File: config.mk
export PLATFORM = sky130hd
export DESIGN_NAME = rupt_priority_sched
export DESIGN_NICKNAME = d
export VERILOG_FILES = /design/src/rtl/rupt_priority_sched.sv
export SDC_FILE = /design/constraint.sdc
export NUM_CORES = 1
export LEC_CHECK = 0
export ABC_AREA = 1
export CAP_MARGIN = 20
export CORE_UTILIZATION = 57
export DETAILED_ROUTE_END_ITERATION = 8
export PLACE_DENSITY = 0.95
export SLEW_MARGIN = 20
export SYNTH_ARGS = -nofsm -noshare
export SYNTH_HDL_FRONTEND = slang
export SYNTH_SLANG_ARGS = --single-unit
File: constraint.sdc
create_clock -name clk -period 2.2 [get_ports clk]
set_input_delay 0.44 -clock clk [delete_from_list [all_inputs] [get_ports clk]]
set_output_delay 0.44 -clock clk [all_outputs]
set_load 0.02 [all_outputs]
File: src/rtl/rupt_priority_sched.sv
// RUPT priority scheduler: latches interrupt requests, arms the sequencer for entry at the
// next instruction boundary, tracks interrupt-in-progress until RESUME, and runs the RUPT LOCK watchdog.
module rupt_priority_sched #(
    parameter int NRUPT      = 10,
    parameter int VECW       = 4,
    parameter int LOCK_LIMIT = 140
) (
    input  logic             clk,
    input  logic             rst,
    input  logic             gojam,
    input  logic [NRUPT-1:0] rupt_req,
    input  logic             inhint,
    input  logic             ext_active,
    input  logic             inst_bnd,
    input  logic             rsm3,
    input  logic             tick,
    output logic             rptset,
    output logic             krpt,
    output logic [VECW-1:0]  rupt_vec,
    output logic             iip,
    output logic [NRUPT-1:0] pending,
    output logic             rptlock
);
    localparam int CW = $clog2(LOCK_LIMIT + 1);
    localparam logic [CW-1:0] LIMIT = CW'(LOCK_LIMIT);

    typedef enum logic [1:0] {S_IDLE, S_ARMED, S_ENTRY, S_SERVICE} state_t;

    state_t           r_state, w_state_next;
    logic [NRUPT-1:0] r_pending, w_clr, w_pending_next;
    logic [VECW-1:0]  r_vec, w_winner;
    logic [CW-1:0]    r_lock_cnt, r_idle_cnt, w_lock_next, w_idle_next;
    logic             r_rptlock;
    logic             w_iip, w_elig, w_latch;

    assign w_iip = (r_state == S_ENTRY) || (r_state == S_SERVICE);

    // krpt clears only the granted bit; a request in the same cycle re-sets it
    generate
        for (genvar gi = 0; gi < NRUPT; gi++) begin : g_clr
            assign w_clr[gi] = (r_state == S_ENTRY) && (r_vec == VECW'(gi));
        end
    endgenerate

    assign w_pending_next = (r_pending & ~w_clr) | rupt_req;
    assign w_elig         = (|r_pending) && !inhint && !ext_active && !w_iip;

    always_comb begin
        w_winner = '0;
        for (int i = NRUPT - 1; i >= 0; i--) begin
            if (r_pending[i]) w_winner = VECW'(i);
        end
    end

    always_comb begin
        w_state_next = r_state;
        w_latch      = 1'b0;
        case (r_state)
            S_IDLE:    if (w_elig) w_state_next = S_ARMED;
            S_ARMED: begin
                if (!w_elig) begin
                    w_state_next = S_IDLE;
                end else if (inst_bnd) begin
                    w_state_next = S_ENTRY;
                    w_latch      = 1'b1;
                end
            end
            S_ENTRY:   w_state_next = S_SERVICE;
            S_SERVICE: if (rsm3) w_state_next = S_IDLE;
            default:   w_state_next = S_IDLE;
        endcase
    end

    // Watchdog counters saturate at the limit so the alarm condition stays stable
    always_comb begin
        w_lock_next = r_lock_cnt;
        w_idle_next = r_idle_cnt;
        if (!w_iip) begin
            w_lock_next = '0;
        end else if (tick && (r_lock_cnt != LIMIT)) begin
            w_lock_next = r_lock_cnt + 1'b1;
        end
        if (r_state == S_ENTRY) begin
            w_idle_next = '0;
        end else if (!w_iip && tick && (r_idle_cnt != LIMIT)) begin
            w_idle_next = r_idle_cnt + 1'b1;
        end
    end

    always_ff @(posedge clk or posedge rst) begin
        if (rst) begin
            r_state    <= S_IDLE;
            r_pending  <= '0;
            r_vec      <= '0;
            r_lock_cnt <= '0;
            r_idle_cnt <= '0;
            r_rptlock  <= 1'b0;
        end else if (gojam) begin
            r_state    <= S_IDLE;
            r_pending  <= '0;
            r_vec      <= '0;
            r_lock_cnt <= '0;
            r_idle_cnt <= '0;
            r_rptlock  <= 1'b0;
        end else begin
            r_state    <= w_state_next;
            r_pending  <= w_pending_next;
            r_lock_cnt <= w_lock_next;
            r_idle_cnt <= w_idle_next;
            r_rptlock  <= r_rptlock || (w_lock_next == LIMIT) || (w_idle_next == LIMIT);
            if (w_latch) r_vec <= w_winner;
        end
    end

    assign rptset   = (r_state == S_ARMED);
    assign krpt     = (r_state == S_ENTRY);
    assign iip      = w_iip;
    assign rupt_vec = r_vec;
    assign pending  = r_pending;
    assign rptlock  = r_rptlock;
endmodule

# ---- Word-level counts from Yosys, hierarchy flattened
# Index checks and enable logic that the tools add are counted.
dict set report word_totals {
  register_bits 33
  in_bits 18
  out_inout_bits 18
  wordCells 86
}
dict set report classes {
  addsub 2
  eq_ne 19
  mux 29
  bitwise_logic 3
  n_reduce_logical 27
}
# op n
set op_table {}
lappend op_table {{two-way mux 4 bit} 12}
lappend op_table {{two-way mux 8 bit} 6}
lappend op_table {{adder 8 x 1 -> 8 bit, second input constant} 2}
lappend op_table {{equality test 4 x 3 -> 1 bit, second input constant} 4}
lappend op_table {{equality test 8 bit, second input constant} 2}
lappend op_table {{logical AND 1 bit} 16}
lappend op_table {{!= test 8 bit, second input constant} 2}
lappend op_table {{AND 10 bit} 1}
lappend op_table {{two-way mux 10 bit} 1}
lappend op_table {{two-way mux 2 bit} 5}
lappend op_table {{inverter 10 bit} 1}
lappend op_table {{bitwise OR 10 bit} 1}
lappend op_table {{OR reduction 10 bit} 1}
lappend op_table {{equality test 4 x 2 -> 1 bit, second input constant} 2}
lappend op_table {{equality test 4 bit, second input constant} 2}
lappend op_table {{one-hot mux 2 bit (4 select lines)} 1}
lappend op_table {{!= test 3 bit, second input constant} 2}
lappend op_table {{equality test 2 bit, second input constant} 2}
lappend op_table {{equality test 4 x 1 -> 1 bit, second input constant} 1}
lappend op_table {{logical NOT 4 bit} 1}
lappend op_table {{two-way mux 1 bit} 4}
lappend op_table {{!= test 4 bit, second input constant} 1}
lappend op_table {{logical NOT 1 bit} 3}
lappend op_table {{logical OR 1 bit} 3}
lappend op_table {{4 further kinds} 4}

# ---- Logic depth before layout (Yosys ltp)
# Gate-level depths: netlist of the first run.
dict set report logic_depth {
  depth_word 12
  depth_mapped 15
  depth_no_buf 15
}

# ---- Worst setup path before layout of the first run
# OpenSTA, ideal clock, no wires.
dict set report synth_path {
  path_type {reg-to-reg}
  from {register r_lock_cnt[0]}
  to {register r_rptlock, in the netlist rptlock}
  setup_ps 65
  arrival_ps 1409
  required_time_ps 2135
  setup_slack_ps 726
  path_stages_with_launch 15
  path_buffers 0
  period_less_slack_ps 1474
  cell_sequence {dfrtp_1 inv_1 ha_1 nand2_1 nor2_2 nand2_4 nand2_4 nand2_1 nand2_1 nand3_1 nor2_1 nand2_1 nand2_1 nand2_1 nand2_1}
}
dict set report synth_between {
  elab_chain_len 8
  word_cells_on_any_way 9
  cone_classes {add/sub (1); eq/ne (2); mux (3); reduce/logical (3)}
}
# item line_no
set synth_lines {}
lappend synth_lines {{start, declared} 32} ;# logic [CW-1:0] r_lock_cnt, r_idle_cnt, w_lock_next, w_idle_next;
lappend synth_lines {{start signal, assigned} 108} ;# r_lock_cnt <= w_lock_next;
lappend synth_lines {{parallel branches: the longest is 2 deep, another holds adder 8 x 1 -> 8 bit} n/a}
lappend synth_lines {{two-way mux 8 bit (*)} 80} ;# end else if (tick && (r_lock_cnt != LIMIT)) begin
lappend synth_lines {{two-way mux 8 bit (*)} 78} ;# if (!w_iip) begin
lappend synth_lines {{equality test 8 bit (*)} 110} ;# r_rptlock <= r_rptlock || (w_lock_next == LIMIT) || (w_idle_next == LIMIT);
lappend synth_lines {{logical OR 1 bit (*) (2 in series)} 110}
lappend synth_lines {{two-way mux 1 bit (*)} 98} ;# end else if (gojam) begin
lappend synth_lines {{end signal, assigned} 110}
lappend synth_lines {{end, declared} 33} ;# logic r_rptlock;
# Every way passes the cells marked *.
# A chain may end at the register's enable or synchronous reset.

# ---- Worst setup path after layout of the first run
dict set report layout_path {
  from {register r_state[0]}
  to {output krpt}
}
dict set report layout_between {
  elab_chain_len 1
}
# item line_no
set layout_lines {}
lappend layout_lines {{start, declared} 29} ;# state_t r_state, w_state_next;
lappend layout_lines {{start signal, assigned} 106} ;# r_state <= w_state_next;
lappend layout_lines {{equality test 2 bit} 116} ;# assign krpt = (r_state == S_ENTRY);
lappend layout_lines {{end, declared} 18} ;# output logic krpt,
# Every way passes these cells.

==> run_results.csv, run 1 <==
group,metric,value,unit
clock_network,cts_hold_buf,0,
grt,grt_pass1_wl,8360,microns
logic_synthesis,netlist.area_leader.share,38.2,%
logic_synthesis,yosys.area.top_type,"dfrtp_1",
sta,worst_pin_slew,407,ps
job,maxCapViolations,0,
clock_network,cts_buffers,5,
grt,grt_usage,26.7,%
placement,gp_congestion,0.871,
drt,wire_per_inst,13.1,microns
worst_setup_path,cpPeakStageDelay,640,ps
sta,worst_slack,155,ps
power_and_ir_drop,power_frac_clock,38.5,%
sta,fin_tns_setup,0,ps
die,die_width,63.6,microns
logic_synthesis,synthArstFlopShare,100,%
worst_setup_path,crit_fanout,8,
placement,dp_hpwl,3580,microns
drt,dr.first_iter.drc_count,204,
sta,finalSetupViolations,0,
power_and_ir_drop,comb_power_share,17.7,%
clock_network,clk_pin_slew,70,ps
worst_setup_path,start_kind,"flop",
sta,max_slew_margin,72.8,%
logic_synthesis,netlist_top_cells_area,"dfrtp_1, nand2_1, inv_1, nand3_1, nor2_1",
drt,antenna_left,0,
drt,drt-total-wl,5080,microns
sta,fmax,0.489,GHz
die,die_h,63.6,microns
clock_network,clock-sinks,33,
clock_network,htree_levels,2,
grt,grt.overflow.total,0,
logic_synthesis,synth_cell_type_count,30,
layout,finalNetCount,361,
layout,insertedDiodeCount,0,
worst_setup_path,crit_chain,"nor2_4 -> clkdlybuf4s50_1",
clock_network,clk_latency,290,ps
layout,drive_gt1_share,8.53,%
die,dieArea,4040,sq um
power_and_ir_drop,power_density,570,nW/um^2
power_and_ir_drop,power.internal,0.00111,W
grt,grt_pass1_vias,1973,
power_and_ir_drop,pwr-share-seq,43.9,%
sta,final_max_slew_viol_count,0,
min_path,min_path_type,"in2async",
drt,first_pass_iters,5,
logic_synthesis,synth-main-ff-cell,"dfrtp_1",
worst_setup_path,critPathKind,"reg2out",
sta,min_period,2040,ps
logic_synthesis,synth_edf_count,0,
power_and_ir_drop,vdd_drop_max,518,uV
power_and_ir_drop,p_sw,0.000398,W
logic_synthesis,seq_area_frac_synth,38.2,%
logic_synthesis,netlist_area,2160,sq um
die,pin_count,36,
logic_synthesis,yosysWarnings,0,
power_and_ir_drop,swShare,26.3,%
worst_setup_path,cp_slowest_cell,"clkdlybuf4s50_1",
drt,drc_errors,0,
status,outcome,"completed",
die,coreArea,3660,sq um
clock_network,cts_tree,"yes",
sta,rsz0062_at_grt,"no",
die,start_util,59.0,%
grt,grt_antenna_before_repair,0,
sta,fin_crit_sh,92.9,%
worst_setup_path,crit_arrival,1600,ps
clock_network,post_cts_buffers,0,
clock_network,root_buffer,"clkbuf_8",
grt,grt_max_degree,34,
placement,place_ws,170,ps
logic_synthesis,syn-num-nets,323,
power_and_ir_drop,p_leak,1.28,nW
worst_setup_path,worstPathRequired,1760,ps
logic_synthesis,synthCells,301,
logic_synthesis,avgSynthCellArea,7.18,sq um
sta,hold_violations,0,
clock_network,cts_max_path_buffers,2,
placement,io_buffers,35,
drt,viasPerCell,5.47,
layout,fillerInstances,289,
worst_setup_path,endpoint_kind,"primary output",
clock_network,postCtsResizedCells,0,
logic_synthesis,ys_ff_latch,33,
sta,clock_skew,7.24,ps
layout,area_growth,22.8,%
die,std_cell_rows,22,
drt,vias,2122,
==> cell usage in the layout, fill, tap and decap left out, drive strengths merged <==
cell type,instances
nand2,68
nor2,38
a21oi,16
o21bai,1
buf,5
o21ai,15
o2111ai,1
clkdlybuf4s50,35
xor2,2
or3,1
clkbuf,7
dfrtp,33
nand3b,2
inv,55
bufinv,1
xnor2,2
o21a,1
nor3,8
nand4,9
nand3,31
ha,4
o31ai,5
==> power groups by stage <==
stage	registers, W	logic, W	clock network [W]
floorplan	0.000688	0.000135	0
CTS	0.000661	0.000267	0.000589
detailed placement	0.000671	0.000262	0
global placement	0.000671	0.000254	0
finish	0.000663	0.000267	0.000581
global route	0.000665	0.000290	0.000619
==> synthesized netlist by cell type (2+ instances only) <==
cell      instances
nand3_2           2
clkbuf_1          4
nor2_4            2
nand2_1          64
nor2_2            2
nor2_1           34
clkbuf_8          2
inv_1            50
xor2_1            2
a21oi_1          16
xnor2_1           2
o31ai_1           4
buf_6             2
nand3_1          29
ha_1              4
inv_2             5
nand4_1           8
dfrtp_1          33
nor3_1            8
nand3b_1          2
nand2_4           3
o21ai_0          15
==> layer usage <==
layer | track usage [%] | up-vias | wire, microns
met5 | 0 | - | 0
met4 | 11.6 | 0 | 127
met3 | 7.61 | 14 | 370
met2 | 43.9 | 94 | 2430
met1 | 32.4 | 984 | 2160
li1 | - | 1030 | -
==> final cells by class <==
class | count | area [sq um] | share of cell area (%)
flip-flops and latches | 33 | 826 | 31.1
clock buffers | 7 | 86.3 | 3.25
repair buffers | 40 | 388 | 14.6
inverters | 55 | 206 | 7.78
well taps | 48 | 60.1 | 2.26
clock inverters | 1 | 30.0 | 1.13
multi-input cells | 204 | 1060 | 39.8
==> critical path, delay by kind of cell (launching register included) <==
| family | cells | cell delay, ps |
|---|---|---|
| buf+inv | 1 | 640 |
| simple gates | 1 | 240 |
| flops | 1 | 430 |
==> through the flow <==
step	hold WS [ps]	instance area, sq um	utilization, %	power [W]	instances
5_1_grt	591	2650	72.5	0.00157	388
3_5_place_dp	558	2540	69.3	0.000934	380
6_report	536	2650	72.5	0.00151	388
4_1_cts	552	2650	72.5	0.00152	388
3_3_place_gp	563	2540	69.3	0.000925	380
2_1_floorplan	551	2160	-	0.000823	301
==> final timing paths <==
kind	slack, ps	startpoint	to	cells after the start
max	160	r_state[0]	krpt	2
max in group asynchronous	1370	rst	r_idle_cnt[0]	3
min in group clk	580	rptlock	rptlock	4
max reg2reg	480	r_lock_cnt[0]	rptlock	14
min reg2reg	580	rptlock	rptlock	4
min	540	rst	pending[5]	3
==> registers in the layout (all words and copies together) (netlist names) <==
signal and flops:
r_idle_cnt 8, r_lock_cnt 8, rptlock 1, r_state 2
rupt_vec 4, pending 10
==> cells by family after synthesis <==
family          after synthesis  share of synthesized area (%)
compound gates               39                           10.7
xor+xnor                      4                           1.62
fa+ha+maj                     4                           2.32
buf+inv                      64                           12.9
flops                        33                           38.2
simple gates                157                           34.3
Power figures use the tool's default switching activity.
==> run 2: changes to the inputs <==
CTS_CLUSTER_DIAMETER = 120   (was default)
HOLD_SLACK_MARGIN = 0.02   (was default)
SKIP_CTS_REPAIR_TIMING = 1   (was default)
==> results of run 2 <==
Same layout as run 1: the final DEF is identical, and so are final timing and power.
